$ cat src/rtl/counter_sequencer.sv
`timescale 1ns/1ps
// Run-control FSM and count register stepped by an internal prescaler tick.
// Optional auto-reload at terminal count when CNT_SEQ_AUTORELOAD_EN is defined.
module counter_sequencer #(
    parameter int WIDTH    = 4,
    parameter int PRESCALE = 50000000,
    parameter int PS_W     = 26
) (
    input  logic             clk,
    input  logic             rst,
    input  logic             start,
    input  logic             pause,
    input  logic             stop,
    input  logic             load,
    input  logic [WIDTH-1:0] load_val,
    input  logic             dir,
    input  logic [WIDTH-1:0] limit,
`ifdef CNT_SEQ_AUTORELOAD_EN
    input  logic             auto_reload,
`endif
    output logic [WIDTH-1:0] count,
    output logic             tick,
    output logic             busy,
    output logic             done,
    output logic [1:0]       state
);

    typedef enum logic [1:0] {
        IDLE  = 2'b00,
        RUN   = 2'b01,
        PAUSE = 2'b10,
        DONE  = 2'b11
    } state_t;

    localparam logic [PS_W-1:0] PS_LAST = PS_W'(PRESCALE - 1);

    state_t           state_q;
    logic [PS_W-1:0]  ps_q;
    logic [WIDTH-1:0] count_q;
    logic             tick_q;
    logic [WIDTH-1:0] next_count;
    logic             reload;

    // NOTE: always_comb assigns every output on every path, so no latch is inferred.
    always_comb begin
        next_count = dir ? count_q + WIDTH'(1) : count_q - WIDTH'(1);
    end

`ifdef CNT_SEQ_AUTORELOAD_EN
    assign reload = auto_reload;
`else
    assign reload = 1'b0;
`endif

    // NOTE: sequential state uses non-blocking assignments so all registers
    // update together from the values sampled at the same edge.
    always_ff @(posedge clk or posedge rst) begin
        if (rst) begin
            state_q <= IDLE;
            ps_q    <= '0;
            count_q <= '0;
            tick_q  <= 1'b0;
        end else begin
            tick_q <= 1'b0;
            unique case (state_q)
                IDLE: begin
                    // stop and pause outrank start/load even though they do nothing here
                    if (!stop && !pause) begin
                        if (start) begin
                            state_q <= RUN;
                            ps_q    <= '0;
                        end else if (load) begin
                            count_q <= load_val;
                        end
                    end
                end
                RUN: begin
                    if (stop) begin
                        state_q <= IDLE;
                    end else if (pause) begin
                        state_q <= PAUSE;
                    end else if (ps_q == PS_LAST) begin
                        ps_q   <= '0;
                        tick_q <= 1'b1;
                        if (next_count == limit && reload) begin
                            count_q <= load_val;
                        end else begin
                            count_q <= next_count;
                            if (next_count == limit) begin
                                state_q <= DONE;
                            end
                        end
                    end else begin
                        ps_q <= ps_q + PS_W'(1);
                    end
                end
                PAUSE: begin
                    if (stop) begin
                        state_q <= IDLE;
                    end else if (!pause) begin
                        if (start) begin
                            state_q <= RUN;
                        end else if (load) begin
                            count_q <= load_val;
                        end
                    end
                end
                DONE: begin
                    if (stop) begin
                        state_q <= IDLE;
                    end else if (!pause) begin
                        if (start) begin
                            state_q <= RUN;
                            count_q <= load_val;
                            ps_q    <= '0;
                        end else if (load) begin
                            count_q <= load_val;
                        end
                    end
                end
            endcase
        end
    end

    assign count = count_q;
    assign tick  = tick_q;
    assign state = state_q;
    assign busy  = (state_q == RUN);
    assign done  = (state_q == DONE);

endmodule

$ cat config.mk
export PLATFORM = sky130hd
export DESIGN_NAME = counter_sequencer
export DESIGN_NICKNAME = d
export VERILOG_FILES = /design/src/rtl/counter_sequencer.sv
export SDC_FILE = /design/constraint.sdc
export NUM_CORES = 1
export LEC_CHECK = 0
export ABC_CLOCK_PERIOD_IN_PS = 5900
export CORE_MARGIN = 4
export CORE_UTILIZATION = 55
export DETAILED_ROUTE_END_ITERATION = 6
export PLACE_DENSITY_LB_ADDON = 0.15
export SLEW_MARGIN = 20
export SYNTH_ARGS = -nofsm -noshare
export SYNTH_HDL_FRONTEND = slang
export SYNTH_SLANG_ARGS = --single-unit
export TNS_END_PERCENT = 1
$ cat constraint.sdc
create_clock -name clk -period 5.9 [get_ports clk]
set_input_delay 1.18 -clock clk [delete_from_list [all_inputs] [get_ports clk]]
set_output_delay 1.18 -clock clk [all_outputs]
set_load 0.01 [all_outputs]
Yosys cells after proc, flatten, opt, wreduce, memory -nomap -nowiden --
Cells that the tools add are included.
Storage, ports and cells: bits in registers 33, bits of input ports 15, output and inout port bits 9, word-level logic and storage cells 66
Operators by class: $add $sub $neg 3, equality and inequality tests 16, muxes and demuxes 34, reductions and logical operators 9
Operators with widths (count):
- $mux 26 | 7
- $pmux 26 s3 | 1
- $mux 4 | 12
- $add 26x1->26 const B | 1
- $eq 26x26->1 const B | 1
- $mux 2 | 8
- $pmux 4 s4 | 1
- $ne 2x2->1 const B | 7
- $ne 4x3->1 const B | 2
- $reduce_and 8->1 | 1
- $pmux 2 s3 | 1
- $reduce_and 6->1 | 1
- $add 4x1->4 const B | 1
- $eq 2x2->1 const B | 2
- $eq 4x4->1 | 1
- $mux 1 | 4
- $reduce_and 4->1 | 1
- $sub 4x1->4 const B | 1
- $ne 3x2->1 const B | 1
- $reduce_bool 3->1 | 1
- $eq 2x1->1 const B | 1
- $logic_not 1->1 | 2
- $logic_not 2->1 | 1
- $ne 2x1->1 const B | 1
- 2 further kinds | 2

Logic depth before layout (Yosys ltp) --
depth in word-level cells 8, gate-level depth with buffers 7, depth with buffers taken out 7

Least setup slack after synthesis --
OpenSTA, ideal clock, no wires.
path type input to register, from input port dir, to register state_q[1] (netlist: state[1]), setup time 65 ps, arrival time 2629 ps, required time 5835 ps, setup slack 3206 ps, stages 7, path buffers 0, path through inv_1 ha_1 a21o_1 a21oi_1 xnor3_1 o31ai_1 o211a_1
Between the ends: word-level cells in the longest chain between the ends 4
Ends and longest elaborated chain:
- from (decl) | RTL line 16 | input logic dir,
- $mux 4 | RTL line 46 | next_count = dir ? count_q + WIDTH'(1) : count_q - WIDTH'(1);
- $eq 4x4->1 | RTL line 89 | if (next_count == limit) begin
- $ne 4x3->1 (no line)
- $reduce_and 4->1 (no line)
- to (signal assigned) | RTL line 59 | state_q <= IDLE;
- to (signal assigned) | RTL line 90 | state_q <= DONE;
- to (signal assigned) | RTL line 99 | state_q <= IDLE;
- to (decl) | RTL line 37 | state_t state_q;
Every way passes these cells. A chain may end at the register's enable or synchronous reset.

Worst setup path after layout --
from register state_q[0] (netlist: state[0]), to output port busy
Between the ends: word-level cells in the longest chain between the ends 1
Ends and longest elaborated chain:
- from (signal assigned) | RTL line 59
- from (signal assigned) | RTL line 70 | state_q <= RUN;
- from (signal assigned) | RTL line 79 | state_q <= IDLE;
- $eq 2x1->1 | RTL line 128 | assign busy = (state_q == RUN);
- to (decl) | RTL line 23 | output logic busy,
Every way passes these cells.

==> metrics.txt <==
sequential area share after synthesis=39.1%; Hold Buf Count CTS=0; Initial DRC Count=126; achievable frequency=316 MHz; Clock Skew=5.95 ps; RSZ-0062 raised after global routing=no; gpl congestion=0.850; status=complete, no violations; maximum number of pins on one net before global-route repair=34; Die Ht=70.0 um; root buf cell=clkbuf_8; chip width=70.0 um; Pleak=1.04 nW; sequential cell area=826 um2; IO Pins=24; R2R depth=6; TritonCTS clock tree=built; Post-synth EDFFs=0; Slew headroom=51.4%; peak supply drop=0.000181 V; Net count, final=279; initial core utilization=57.2%; dpl cells=301; Final Hold Fails=0; Max Transition Viols Final=0; Reg2Reg Launch Point=ps_q[0]; WL/cell=15.4 um; Syn-to-layout area delta=18.1%; FFs w/ async S/R, synth=100%; layout cells sized above 1=8.43%; Pwr Density=245 nW/um2; crit path from=state[0]; Num CTS Buffers=5; Critical R2R Capture=ps_q[2]; syn nets=254; Fillers=310; Cell Area, Synth=2110 um2; clock sink total=33; CTS H-tree lvls=2; area of the multi-input gates=1220 um2; antenna cells=0; Via density=6.02; initial antenna violation count=0; DRC viols=0; Tightest Pin Transition=726 ps; Synth cell types=51; #FFs+latches synth=33; most frequent cells in the layout=dfrtp_1, nor2_1, clkdlybuf4s50_1, a21oi_1, o21ai_0; IO buf count=23; Avg Cell Area, Syn=8.98 um2; vias in the first global route=1802; core area=3690 um2; post-DP HPWL=3.38 mm; CTS Buffer Depth=2; CP Data Arrival Time=1980 ps; GRT overflow=0; # resized after CTS=0; Skew-Pair Late Insertion Delay=290 ps; Final Non-Filler Cells=309; type of the worst setup path=reg -> out; MaxCap Viol Count=0; endpoints failing setup=0; reg2reg setup slack=3520 ps; total number of vias=1860; warnings from Yosys=0; Worst-path clk slew=70 ps; number of setup buffers added after CTS=0; Max Fanout on Critical Path=16; DRT antenna net count=0; GRT Util Overall=21.1%; die area=4890 um2; part of the cycle the worst path needs=53.6%; endpoint type of the worst setup path=output port; FP Rows=22; Worst EP required=4720 ps; first drt pass iteration count=4; Post-Route Setup TNS=0 ps; Routed WL=4.76 mm; crit start category=flip-flop; worst setup path endpoint=busy; HP Class=reg -> reg; fin crit period=3160 ps; most common cell after layout, fill and taps aside=dfrtp_1; Primary FF master, synth=dfrtp_1; Synth Instances=235; global-route wire length before repair=8.36 mm
[layer usage]
layer / track usage (%) / part of all wire [%]
met1: 28.6 / 46
met3: 4.46 / 5.1
met5: 0 / 0
met2: 32.9 / 47
met4: 7.66 / 1.7
[registers in the layout, indices dropped and copies added (netlist names)]
register,count
count,4
ps_q,26
state,2
tick,1
[layout make-up]
class | instances | share of cell area (%)
well taps | 48 | 2.41
clock inverters | 1 | 0.201
flip-flops and latches | 33 | 33.1
repair buffers | 25 | 9.83
inverters | 11 | 1.66
multi-input cells | 184 | 48.9
clock buffers | 7 | 3.86
[critical path: stages (launching register included)]
cell,delay (ps)
dfrtp_1,640
nand2b_1,250
inv_1,230
clkdlybuf4s50_1,580
[synth_stat cells, types with 6 or more instances]
| master | count | area share [%] |
|---|---|---|
| a21oi_1 | 16 | 3.8 |
| dfrtp_1 | 33 | 39 |
| inv_1 | 11 | 2.0 |
| nand2_1 | 15 | 2.7 |
| nand3_1 | 13 | 3.1 |
| nand4_1 | 8 | 2.4 |
| nor2_1 | 23 | 4.1 |
| nor3_1 | 12 | 2.8 |
| o21ai_0 | 16 | 3.8 |
| xnor2_1 | 6 | 2.5 |
| xor2_1 | 9 | 3.7 |
[logic make-up after synthesis]
kind of cell               synth area share (%)
DFF                                        39.1
xor gates and xnor gates                   7.29
AOI/OAI and AO/OA                          17.7
buffers and inverters                      3.62
muxes                                      3.44
adders and majority gates                  2.73
and+or+nand+nor                            26.1
[stage by stage]
| step | util, % | worst slack [ps] | power [mW] | instance area, um2 | hold WS, ps |
|---|---|---|---|---|---|
| 2_1_floorplan | - | 3210 | 0.368 | 2110 | 497 |
| 3_3_place_gp | 64.6 | 2570 | 0.421 | 2380 | 521 |
| 3_5_place_dp | 64.6 | 2520 | 0.424 | 2380 | 538 |
| 4_1_cts | 67.3 | 2780 | 0.615 | 2480 | 553 |
| 5_1_grt | 67.6 | 2590 | 0.647 | 2490 | 580 |
| 6_report | 67.6 | 2740 | 0.611 | 2490 | 550 |
[worst min path at each step]
| stage | startpoint | to | slack (ps) | depth (start not counted) |
|---|---|---|---|---|
| floorplan | ps_q[1] | ps_q[1] | 500 | 2 |
| global placement | ps_q[1] | ps_q[1] | 520 | 2 |
| detailed placement | ps_q[1] | ps_q[1] | 540 | 2 |
| CTS | ps_q[1] | ps_q[1] | 550 | 2 |
| global route | ps_q[22] | ps_q[22] | 580 | 2 |
| finish | ps_q[1] | ps_q[1] | 550 | 2 |
[where the power goes]
group | internal (mW) | switching [mW]
logic | 0.0830 | 0.0717
registers | 0.241 | 0.0257
clock network | 0.105 | 0.0842
(Power assumes the default switching activity.)
